$ cat src/rtl/pipe_reg_pkg.sv
// Shared definitions for the pipe_reg_chain pipeline register family.
package pipe_reg_pkg;

  // Smallest legal number of register stages in a chain.
  localparam int MIN_STAGES = 32'sd1;

  // Width of a counter able to hold the values 0..stages.
  function automatic int occ_w(input int stages);
    return $clog2(stages + 32'sd1);
  endfunction

endpackage

$ cat src/rtl/pipe_reg_stage.sv
// One pipeline slot: a valid bit plus a WIDTH-bit data register with a
// valid/ready handshake on both sides. The slot accepts a new word when it is
// empty or when its current word leaves this cycle, which is what lets empty
// slots swallow bubbles while the output stalls.
module pipe_reg_stage
  import pipe_reg_pkg::*;
#(
  parameter int WIDTH = 32'sd32
) (
  input  logic             clk,
  input  logic             rst_n,
  input  logic             flush,
  input  logic             up_valid,
  output logic             up_ready,
  input  logic [WIDTH-1:0] up_data,
  output logic             dn_valid,
  input  logic             dn_ready,
  output logic [WIDTH-1:0] dn_data
);

  logic             valid_r;
  logic [WIDTH-1:0] data_r;
  logic             take_s;

  // Ready is combinational so a whole stalled chain can shift in one cycle.
  assign up_ready = ~valid_r | dn_ready;
  assign take_s   = up_valid & up_ready;
  assign dn_valid = valid_r;
  assign dn_data  = data_r;

  // Valid bit: flush wins, then capture, then drain when the word moves on.
  always_ff @(posedge clk or negedge rst_n) begin
    if (!rst_n) begin
      valid_r <= 1'b0;
    end else if (flush) begin
      valid_r <= 1'b0;
    end else if (take_s) begin
      valid_r <= 1'b1;
    end else if (up_ready) begin
      valid_r <= 1'b0;
    end else begin
      valid_r <= valid_r;
    end
  end

  // Data register: loads only on an accepted transfer, otherwise holds.
  always_ff @(posedge clk or negedge rst_n) begin
    if (!rst_n) begin
      data_r <= {WIDTH{1'b0}};
    end else if (take_s && !flush) begin
      data_r <= up_data;
    end else begin
      data_r <= data_r;
    end
  end

endmodule

$ cat src/rtl/pipe_reg_chain.sv
// Multi-stage valid/ready pipeline register with bubble collapsing,
// back-pressure and a synchronous flush. Words leave in strict FIFO order.
// Optional feature macro: PIPE_REG_OCC_EN adds a registered occupancy count.
module pipe_reg_chain
  import pipe_reg_pkg::*;
#(
  parameter int WIDTH  = 32'sd32,
  parameter int STAGES = 32'sd2
) (
  input  logic             clk,
  input  logic             rst_n,
  input  logic             flush,
  input  logic             in_valid,
  output logic             in_ready,
  input  logic [WIDTH-1:0] in_data,
  output logic             out_valid,
  input  logic             out_ready,
  output logic [WIDTH-1:0] out_data
`ifdef PIPE_REG_OCC_EN
  ,
  output logic [occ_w(STAGES)-1:0] occupancy
`endif
);

  if (STAGES < MIN_STAGES) begin : g_bad_stages
    $error("pipe_reg_chain: STAGES must be at least %0d", MIN_STAGES);
  end

  // valid_s[i]/data_s[i] feed stage i; index STAGES is the chain output.
  logic [STAGES:0]  valid_s;
  logic [WIDTH-1:0] data_s [STAGES+1];

  // A flushing cycle never offers the producer word to stage 0.
  assign valid_s[0] = in_valid & ~flush;
  assign data_s[0]  = in_data;

  for (genvar i = 0; i < STAGES; i++) begin : gen_stage
    logic up_rdy_s;
    logic dn_rdy_s;

    // Each stage's downstream ready is the next stage's ready, or the consumer.
    if (i == STAGES - 1) begin : g_last
      assign dn_rdy_s = out_ready;
    end else begin : g_inner
      assign dn_rdy_s = gen_stage[i + 1].up_rdy_s;
    end

    pipe_reg_stage #(
      .WIDTH (WIDTH)
    ) u_stage (
      .clk      (clk),
      .rst_n    (rst_n),
      .flush    (flush),
      .up_valid (valid_s[i]),
      .up_ready (up_rdy_s),
      .up_data  (data_s[i]),
      .dn_valid (valid_s[i+1]),
      .dn_ready (dn_rdy_s),
      .dn_data  (data_s[i+1])
    );
  end

  assign in_ready  = gen_stage[0].up_rdy_s & ~flush;
  assign out_valid = valid_s[STAGES];
  assign out_data  = data_s[STAGES];

`ifdef PIPE_REG_OCC_EN
  localparam int OCC_W = occ_w(STAGES);
  localparam logic [OCC_W-1:0] OCC_ONE = OCC_W'(32'd1);

  logic             enq_s;
  logic             deq_s;
  logic [OCC_W-1:0] occ_r;

  assign enq_s     = in_valid & in_ready;
  assign deq_s     = out_valid & out_ready;
  assign occupancy = occ_r;

  // Word count: a simultaneous enqueue and dequeue leaves it unchanged.
  always_ff @(posedge clk or negedge rst_n) begin
    if (!rst_n) begin
      occ_r <= {OCC_W{1'b0}};
    end else if (flush) begin
      occ_r <= {OCC_W{1'b0}};
    end else if (enq_s && !deq_s) begin
      occ_r <= occ_r + OCC_ONE;
    end else if (deq_s && !enq_s) begin
      occ_r <= occ_r - OCC_ONE;
    end else begin
      occ_r <= occ_r;
    end
  end
`endif

endmodule

$ cat config.mk
export PLATFORM = sky130hd
export DESIGN_NAME = pipe_reg_chain
export DESIGN_NICKNAME = d
export VERILOG_FILES = /design/src/rtl/pipe_reg_pkg.sv /design/src/rtl/pipe_reg_stage.sv /design/src/rtl/pipe_reg_chain.sv
export SDC_FILE = /design/constraint.sdc
export NUM_CORES = 1
export LEC_CHECK = 0
export CAP_MARGIN = 20
export CORE_MARGIN = 5
export CORE_UTILIZATION = 40
export CTS_CLUSTER_DIAMETER = 80
export DETAILED_ROUTE_END_ITERATION = 8
export PLACE_DENSITY_LB_ADDON = 0.3
export SLEW_MARGIN = 30
export SYNTH_ARGS = -nofsm -noshare
export SYNTH_HDL_FRONTEND = slang
export SYNTH_SLANG_ARGS = --single-unit
$ cat constraint.sdc
create_clock -name clk -period 2.2 [get_ports clk]
set_input_delay 0.44 -clock clk [delete_from_list [all_inputs] [get_ports clk]]
set_output_delay 0.44 -clock clk [all_outputs]
set_load 0.005 [all_outputs]
Yosys cells after proc, flatten, opt, wreduce, memory -nomap -nowiden
Cells that the tools add are included.
{"block": "word_totals", "register_bits": 66, "input_bits": 37, "out_inout_bits": 34, "word_cells": 24}
{"block": "classes", "muxes": 6, "n_bitwise": 9, "n_reduce_logical": 5}
{"operator": "1-bit two-way mux", "count": 6}
{"operator": "3-bit nonzero test", "count": 2}
{"operator": "1-bit bitwise AND", "count": 4}
{"operator": "1-bit inverter", "count": 3}
{"operator": "1-bit logical AND", "count": 2}
{"operator": "1-bit OR", "count": 2}
{"operator": "1-bit zero test", "count": 1}

Depth between registers and ports, before layout
Gate-level depths: netlist of run 1.
{"block": "logic_depth", "depth_word": 6, "depth_mapped": 5, "ltp_nobuf": 3}

By module
From an unflattened synthesis of run 1, not the netlist that was laid out.
{"block": "unflattened", "cells_unflattened": 148, "area_unflattened_um2": 2539.9}
{"module": "pipe_reg_stage", "instances": 2, "cells_per_inst": 73, "area_each_um2": 1263.7, "seq_area_each_um2": 825.8}
{"module": "pipe_reg_chain", "instances": 1, "cells_per_inst": 2, "area_each_um2": 12.5, "seq_area_each_um2": 0.0}

Least setup slack after synthesis of run 1
No wires, ideal clock.
{"block": "synth_timing", "kind": "input -> register", "startpoint": "input port out_ready", "endpoint": "register gen_stage[0].u_stage.data_r[0]", "setup_time_ps": 125, "t_arrival_ps": 1539, "t_required_ps": 2075, "setup_slack_ps": 536, "stages": 5, "path_buffers": 2, "cell_sequence": "and3b_1 -> or3b_1 -> buf_6 -> buf_12 -> mux2_4"}
{"block": "synth_between", "elab_chain_len": 4}
{"element": "from (decl)", "line_no": "pipe_reg_chain.sv:17", "rtl": "input logic out_ready,"}
{"element": "1-bit OR (2 in series)", "line_no": "pipe_reg_stage.sv:26", "rtl": "assign up_ready = ~valid_r | dn_ready;"}
{"element": "1-bit bitwise AND", "line_no": "pipe_reg_stage.sv:27", "rtl": "assign take_s = up_valid & up_ready;"}
{"element": "1-bit logical AND", "line_no": "pipe_reg_stage.sv:50", "rtl": "end else if (take_s && !flush) begin"}
{"element": "to (signal assigned)", "line_no": "pipe_reg_stage.sv:49", "rtl": "data_r <= {WIDTH{1'b0}};"}
{"element": "to (signal assigned)", "line_no": "pipe_reg_stage.sv:51", "rtl": "data_r <= up_data;"}
{"element": "to (signal assigned)", "line_no": "pipe_reg_stage.sv:53", "rtl": "data_r <= data_r;"}
{"element": "to (decl)", "line_no": "pipe_reg_stage.sv:22", "rtl": "logic [WIDTH-1:0] data_r;"}
No other way between the ends.
A chain may end at the register's enable or synchronous reset.

Worst setup path after layout of run 1
{"block": "layout_timing", "startpoint": "input port out_ready", "endpoint": "output port in_ready"}
{"block": "layout_between", "elab_chain_len": 3}
{"element": "1-bit OR (2 in series)", "line_no": "pipe_reg_stage.sv:26"}
{"element": "1-bit bitwise AND", "line_no": "pipe_reg_chain.sv:63", "rtl": "assign in_ready = gen_stage[0].up_rdy_s & ~flush;"}
{"element": "to (decl)", "line_no": "pipe_reg_chain.sv:14", "rtl": "output logic in_ready,"}
No other way between the ends.

==> key figures, run 1 <==
Cells and area
  • Nets: 263
  • Layout cells sized above 1: 37.8%
  • Final Util: 53.0%
  • Final design instance area without fill: 0.00364 mm2
  • Antenna Cells: 0
  • Area Overhead vs Synth: 27.0%

Floorplanning
  • Core Area: 0.00687 mm2
  • Die area: 0.00896 mm2
  • Initial core utilization: 41.7%
  • I/O pin count: 71
  • # rows: 30
  • Die Ht: 94.7 um
  • Die Wd: 94.7 um

CTS
  • Clock-pin slew on the worst setup and hold paths: 0.07 ns
  • Cts repair resizes: 0
  • Post-CTS Hold Fix Bufs: 0
  • CTS tree: yes
  • Clock latency at the later pin of the worst-skew pair: 0.33 ns
  • Clk root buf: clkbuf_8
  • Setup Fix Bufs, Post-CTS: 0
  • H-Tree Depth: 3
  • Sink Count: 66
  • Total CTS buffers: 9
  • Max clock buf depth: 2

Worst setup path
  • Reg2Reg Setup Slack: 0.45 ns
  • Reg2Reg Launch Point: gen_stage[0].u_stage.dn_valid$_DFFE_PN0P_
  • Crit start category: input port
  • WP data arrival: 1.69 ns
  • Critical path class: input port to output pin
  • Worst-path fanout max: 3
  • WP data required: 1.76 ns
  • CP Launch Point: out_ready
  • Critical path endpoint category: output pin
  • R2R depth: 4
  • Worst R2R End: gen_stage[0].u_stage.dn_data[4]$_DFFE_PN0P_

STA
  • Clock Skews: 0.00568 ns
  • Hold Slack: 0.128 ns
  • Worst Tran Pin Value: 0.342 ns
  • Fin. max-slew vios: 0
  • Final setup vio count: 0
  • Fin. Hold Viols: 0
  • RSZ-0062 raised after global routing: false
  • Slew headroom: 77.2%
  • Fmax: 469 MHz
  • Final Cycle Share: 97.0%
  • Fin crit period: 2.13 ns

Route
  • Post-DRT Antenna Nets: 0
  • Initial DRC count: 23
  • First-pass detailed-route iteration total: 5
  • DRC errors left: 0
  • WL/cell: 14.4 um
  • WL final: 4.69 mm
  • Routed via count: 1,420
  • Vias per cell: 4.36

Synth
  • Gate Count Post-Synth: 178
  • Distinct cells, synth: 12
  • Sequential fraction of the synthesis area: 57.6%
  • Syn Nets: 215
  • FF+latch count, synth: 66
  • Synth warn: 0
  • Mean post-synth cell area: 16.1 um2
  • Synth Cell Area: 0.00287 mm2

Power and ir drop
  • Leak: 1.63 nW
  • Worst VDD drop: 0.418 mV
  • PD cells: 914 mW/mm2
  • Overall Power: 3.33 mW

Placement
  • IO Port Bufs: 70
  • Placed Area: 0.00347 mm2
  • Post-DP HPWL: 3.22 mm
  • GPL Wtd Cong: 0.708

Min path
  • Hold crit path type: input port to asynchronous set/reset pin

Global route
  • First-pass GRT wire length: 7.59 mm
  • GRT overflow: 0
  • Number of global-route vias before repair: 1,547
  • Pin count of the biggest net entering global routing: 67
  • Initial antenna violation count: 0
  • Total GRT Usage: 11.4%

Run status
  • Status: finished, final reports clean

Run
  • Max Cap Violations: 0
==> synthesized netlist by cell type <==
| master | n | area [um2] |
|---|---|---|
| or3b_1 | 1 | 8.76 |
| buf_12 | 3 | 60.1 |
| dfrtp_1 | 66 | 1650 |
| and2b_1 | 1 | 7.51 |
| nor3b_2 | 1 | 12.5 |
| buf_4 | 32 | 240 |
| nor2_1 | 5 | 18.8 |
| buf_6 | 1 | 11.3 |
| buf_2 | 3 | 15.0 |
| mux2_4 | 30 | 450 |
| and3b_1 | 1 | 8.76 |
| mux2_2 | 34 | 383 |
==> placed cells by master (no fill, tap or decap) <==
master	n
buf_2	1
clkdlybuf4s50_1	69
nor2_1	5
clkinv_2	3
and2b_1	1
clkbuf_1	1
mux2_2	34
and3b_1	1
buf_12	5
clkbuf_8	11
nor3b_4	1
mux2_4	30
buf_4	1
dfrtp_1	66
or3b_2	1
==> sequential cells by signal, summed over array words and instances (netlist names) <==
register                    flops
gen_stage.u_stage.dn_data      64
gen_stage.u_stage.dn_valid      2
==> through the flow <==
stage | worst slack [ns] | TNS (ns) | cells
6_report | 0.0667 | 0 | 326
5_1_grt | 0.0106 | 0 | 326
4_1_cts | 0.0527 | 0 | 326
3_5_place_dp | -0.0407 | -1.12 | 311
3_3_place_gp | -0.0316 | -0.695 | 311
2_1_floorplan | 0.536 | 0 | 178
==> layer usage <==
layer | up-vias | part of all wire, % | track usage (%)
met3 | 6 | 8.5 | 5.58
met2 | 55 | 42 | 15.1
met1 | 692 | 48 | 15.3
li1 | 667 | - | -
met5 | - | 0 | 0
met4 | 0 | 1.4 | 5.77
==> critical path, stage by stage <==
cell and delay, ns:
clkdlybuf4s50_1 0.46, and3b_1 0.19, nor2_1 0.09, clkdlybuf4s50_1 0.51
==> power by group <==
part | total [mW] | switching (mW) | internal, mW
sequential | 1.62 | 0.138 | 1.48
clock | 0.861 | 0.402 | 0.458
combinational | 0.846 | 0.218 | 0.627
total | 3.33 | 0.758 | 2.57
==> logic make-up after synthesis <==
family	Yosys count	synth area share, %
DFF	66	57.6
buffers and inverters	39	11.4
muxes	64	29.1
and+or+nand+nor	9	1.96
==> area by class of cell <==
| cell class | count | area (um2) |
|---|---|---|
| fillers | 581 | 3230 |
| clock buffers | 12 | 155 |
| flip-flops and latches | 66 | 1650 |
| repair buffers | 76 | 803 |
| clock inverters | 3 | 15.0 |
| multi-input cells | 73 | 896 |
| well taps | 96 | 120 |
==> how the worst max path moves through the flow <==
stage	endpoint	slack, ns	cells after the start
floorplan	gen_stage[0].u_stage.dn_data[0]$_DFFE_PN0P_	0.54	5
global placement	gen_stage[0].u_stage.dn_data[17]$_DFFE_PN0P_	-0.03	5
detailed placement	gen_stage[0].u_stage.dn_data[4]$_DFFE_PN0P_	-0.04	5
CTS	in_ready	0.05	4
global route	in_ready	0.01	4
finish	in_ready	0.07	4
No activity file was read; power rests on OpenSTA's default activity.
==> inputs of run 2 (changes only) <==
Settings changed: CTS_CLUSTER_SIZE set to 24, SLEW_MARGIN 30 to 20, SYNTH_HIERARCHICAL set to 1.
==> key figures, run 2 <==
Cells and area
  • Area Overhead vs Synth: 39.1%
  • Nets: 267 (+1.5%)
  • Commonest cells after routing, fill and taps aside: clkdlybuf4s50_1 (68), dfrtp_1 (66), mux2_2 (64)
  • Most common cell after layout, fill and taps aside: clkdlybuf4s50_1
  • Final-layout fill cell count: 519 (-11%)
  • Final Util: 56.3% (+3.3 points)
  • Non-filler instance count after layout: 312 (-4.3%)
  • Final design instance area without fill: 0.00353 mm2 (-3.0%)
  • Layout cells sized above 1: 37.4% (-0.38 points)
  • Largest register FFs: 64 (unchanged)
  • Antenna Cells: 0 (unchanged)

CTS
  • Total CTS buffers: 9 (unchanged)
  • Clk root buf: clkbuf_8
  • Max clock buf depth: 2 (unchanged)
  • CTS tree: yes
  • Setup Fix Bufs, Post-CTS: 0 (unchanged)
  • Clock latency at the later pin of the worst-skew pair: 0.33 ns (about the same)
  • Clock-pin slew on the worst setup and hold paths: 0.06 ns (about the same)
  • Sink Count: 66 (unchanged)
  • H-Tree Depth: 3 (unchanged)
  • Post-CTS Hold Fix Bufs: 0 (unchanged)
  • Cts repair resizes: 1 (+1)

Global route
  • GRT overflow: 0 (unchanged)
  • Total GRT Usage: 12.4% (+1.0 points)
  • First-pass GRT wire length: 7.37 mm (-2.9%)
  • Number of global-route vias before repair: 1,556 (+0.58%)
  • Pin count of the biggest net entering global routing: 41 (-39%)
  • Initial antenna violation count: 0 (unchanged)

Worst setup path
  • Worst-path fanout max: 2 (-1)
  • Worst path slowest cell: clkdlybuf4s50_1
  • CP cell instances: clkdlybuf4s50_1 -> nor2b_4 -> inv_1 -> nor2b_4 -> inv_1 -> nor2b_1 -> dlygate4sd2_1
  • R2R depth: 7 (+3)
  • Max stage delay on crit path: 0.44 ns (-0.07 ns)
  • Reg2Reg Launch Point: gen_stage[1].u_stage/dn_valid$_DFFE_PN0P_
  • WP data arrival: 1.59 ns (-0.10 ns)
  • Crit start category: input port
  • Worst R2R End: gen_stage[0].u_stage/dn_data[31]$_DFFE_PN0P_
  • Critical path endpoint category: output pin
  • WP data required: 1.76 ns (about the same)
  • Critical path class: input port to output pin
  • Reg2Reg Setup Slack: 0.48 ns (+0.03 ns)

Synth
  • Most used DFF post-synth: dfrtp_1
  • Adder-Cell Fraction of Synth Area: 0% (unchanged)
  • Cell taking the most area after synthesis: dfrtp_1
  • Post-synthesis compound-gate area fraction: 0% (unchanged)
  • Gate Count Post-Synth: 148 (-17%)
  • Number of synthesized flops with an enable pin: 0 (unchanged)
  • Multiplexer share of the synthesized area: 28.4% (-0.68 points)
  • Post-synth top cells: dfrtp_1 (66), mux2_2 (64), buf_6 (6)
  • Asr flop ratio synth: 100% (unchanged)
  • Post-synth top area share: 65.0% (+7.4 points)
  • Synth warn: 6 (+6)
  • FF+latch count, synth: 66 (unchanged)
  • Most common cell in the netlist: dfrtp_1
  • Mean post-synth cell area: 17.2 um2 (+6.5%)
  • Main combinational cell family by area after synthesis: multiplexers
  • Syn Nets: 185 (-14%)
  • Post-synthesis xor/xnor area fraction: 0% (unchanged)
  • Distinct cells, synth: 8 (-4)
  • Sequential fraction of the synthesis area: 65.0% (+7.4 points)
  • Synth Area in Simple Gates: 3.65% (+1.7 points)
  • Synth Cell Area: 0.00254 mm2 (-11%)
  • Top cells by area, synth: dfrtp_1 (65%), mux2_2 (28%), buf_6 (2.7%)

Route
  • Post-DRT Antenna Nets: 0 (unchanged)
  • Routed via count: 1,482 (+4.4%)
  • WL final: 4.64 mm (-1.0%)
  • Initial DRC count: 28 (+22%)
  • Vias per cell: 4.75 (+9.0%)
  • WL/cell: 14.9 um (+3.4%)
  • First-pass detailed-route iteration total: 5 (unchanged)
  • DRC errors left: 0 (unchanged)

STA
  • Clock Skews: 0.00970 ns (+0.00402 ns)
  • RSZ-0062 raised after global routing: false
  • Worst Tran Pin Value: 0.616 ns (+0.274 ns)
  • Slew headroom: 58.9% (-18 points)
  • Setup TNS: 0 ns (unchanged)
  • Hold Slack: 0.121 ns (-0.00723 ns)
  • Fmax: 493 MHz (+5.1%)
  • Final Cycle Share: 92.2% (-4.7 points)
  • Final setup vio count: 0 (unchanged)
  • Final Worst Setup Slack: 0.171 ns (+0.104 ns)
  • Fin crit period: 2.03 ns (-0.104 ns)
  • Fin. max-slew vios: 0 (unchanged)
  • Fin. Hold Viols: 0 (unchanged)

Power and ir drop
  • Leak: 1.47 nW (-9.3%)
  • PD cells: 992 mW/mm2 (+8.5%)
  • Worst VDD drop: 0.552 mV (+32%)
  • Overall Power: 3.50 mW (+5.3%)

Placement
  • Placed cells: 296 (-4.8%)
  • Place WS: -0.0504 ns (-0.00966 ns)
  • Placed Area: 0.00335 mm2 (-3.4%)
  • GPL Wtd Cong: 0.718 (+1.5%)
  • Post-DP HPWL: 3.22 mm (about the same)
  • IO Port Bufs: 70 (unchanged)

Floorplanning
  • I/O pin count: 71 (unchanged)
  • Die Wd: 89.7 um (-5.3%)
  • Initial core utilization: 40.5% (-1.3 points)
  • Die Ht: 89.7 um (-5.3%)
  • # rows: 29 (-3.3%)
  • Die area: 0.00804 mm2 (-10%)
  • Core Area: 0.00628 mm2 (-8.6%)

Run status
  • Status: finished, final reports clean

Run
  • Max Cap Violations: 0 (unchanged)

Min path
  • Hold crit path type: input port to asynchronous set/reset pin
-- run 2: cell types whose count changed after synthesis, sizes merged --
| cell | before | now |
|---|---|---|
| buf | 39 | 6 |
| and3b | 1 | 0 |
| nor3b | 1 | 2 |
| nor2 | 5 | 4 |
| or3b | 1 | 0 |
| inv | 0 | 2 |
| nor2b | 0 | 4 |
| and2b | 1 | 0 |
-- run 2: per-layer routing --
| layer | GRT usage (%) | vias to the layer above | share of wire [%] |
|---|---|---|---|
| met3 | 4.93 | 9 | 9.2 |
| li1 | - | 679 | - |
| met5 | 0 | - | 0 |
| met4 | 7.31 | 0 | 1.9 |
| met1 | 14.9 | 743 | 43 |
| met2 | 18.9 | 51 | 46 |
-- run 2: how the worst max path moves through the flow --
stage,depth (start not counted),end,start
3_3_place_gp,7,in_ready,out_ready
4_1_cts,7,in_ready,out_ready
5_1_grt,7,in_ready,out_ready
6_report,7,in_ready,out_ready
3_5_place_dp,7,in_ready,out_ready
2_1_floorplan,6,gen_stage[0].u_stage/dn_data[0]$_DFFE_PN0P_,gen_stage[1].u_stage/dn_valid$_DFFE_PN0P_
-- run 2: where the power goes --
group / switching, mW / internal (mW) / leakage, nW
clock network: 0.422 / 0.522 / 0.0914
logic: 0.231 / 0.643 / 0.588
registers: 0.154 / 1.53 / 0.795
-- run 2: cell families after synthesis --
family / count (synthesis)
mux: 64
flops: 66
simple gates: 10
buf+inv: 8
-- run 2: critical path: cells and delay by family --
kind	cells	cell delay, ns
buffers and inverters	4	0.80
AND/OR/NAND/NOR	3	0.34
-- run 2: final cells by class --
cell class                      count  area, um2  area share, %
Clock buffer                       13        139           3.93
Timing Repair Buffer               77        785           22.2
Tap cell                           77       96.3           2.73
Clock inverter                      3       40.0           1.13
Multi-Input combinational cell     74        813           23.0
Inverter                            2       7.51          0.213
Sequential cell                    66       1650           46.8
==> inputs of run 3 (changes only) <==
Settings changed: CAP_MARGIN 20 to 0.
==> results of run 3 <==
Final layout, timing and power as in run 2 (identical DEF).
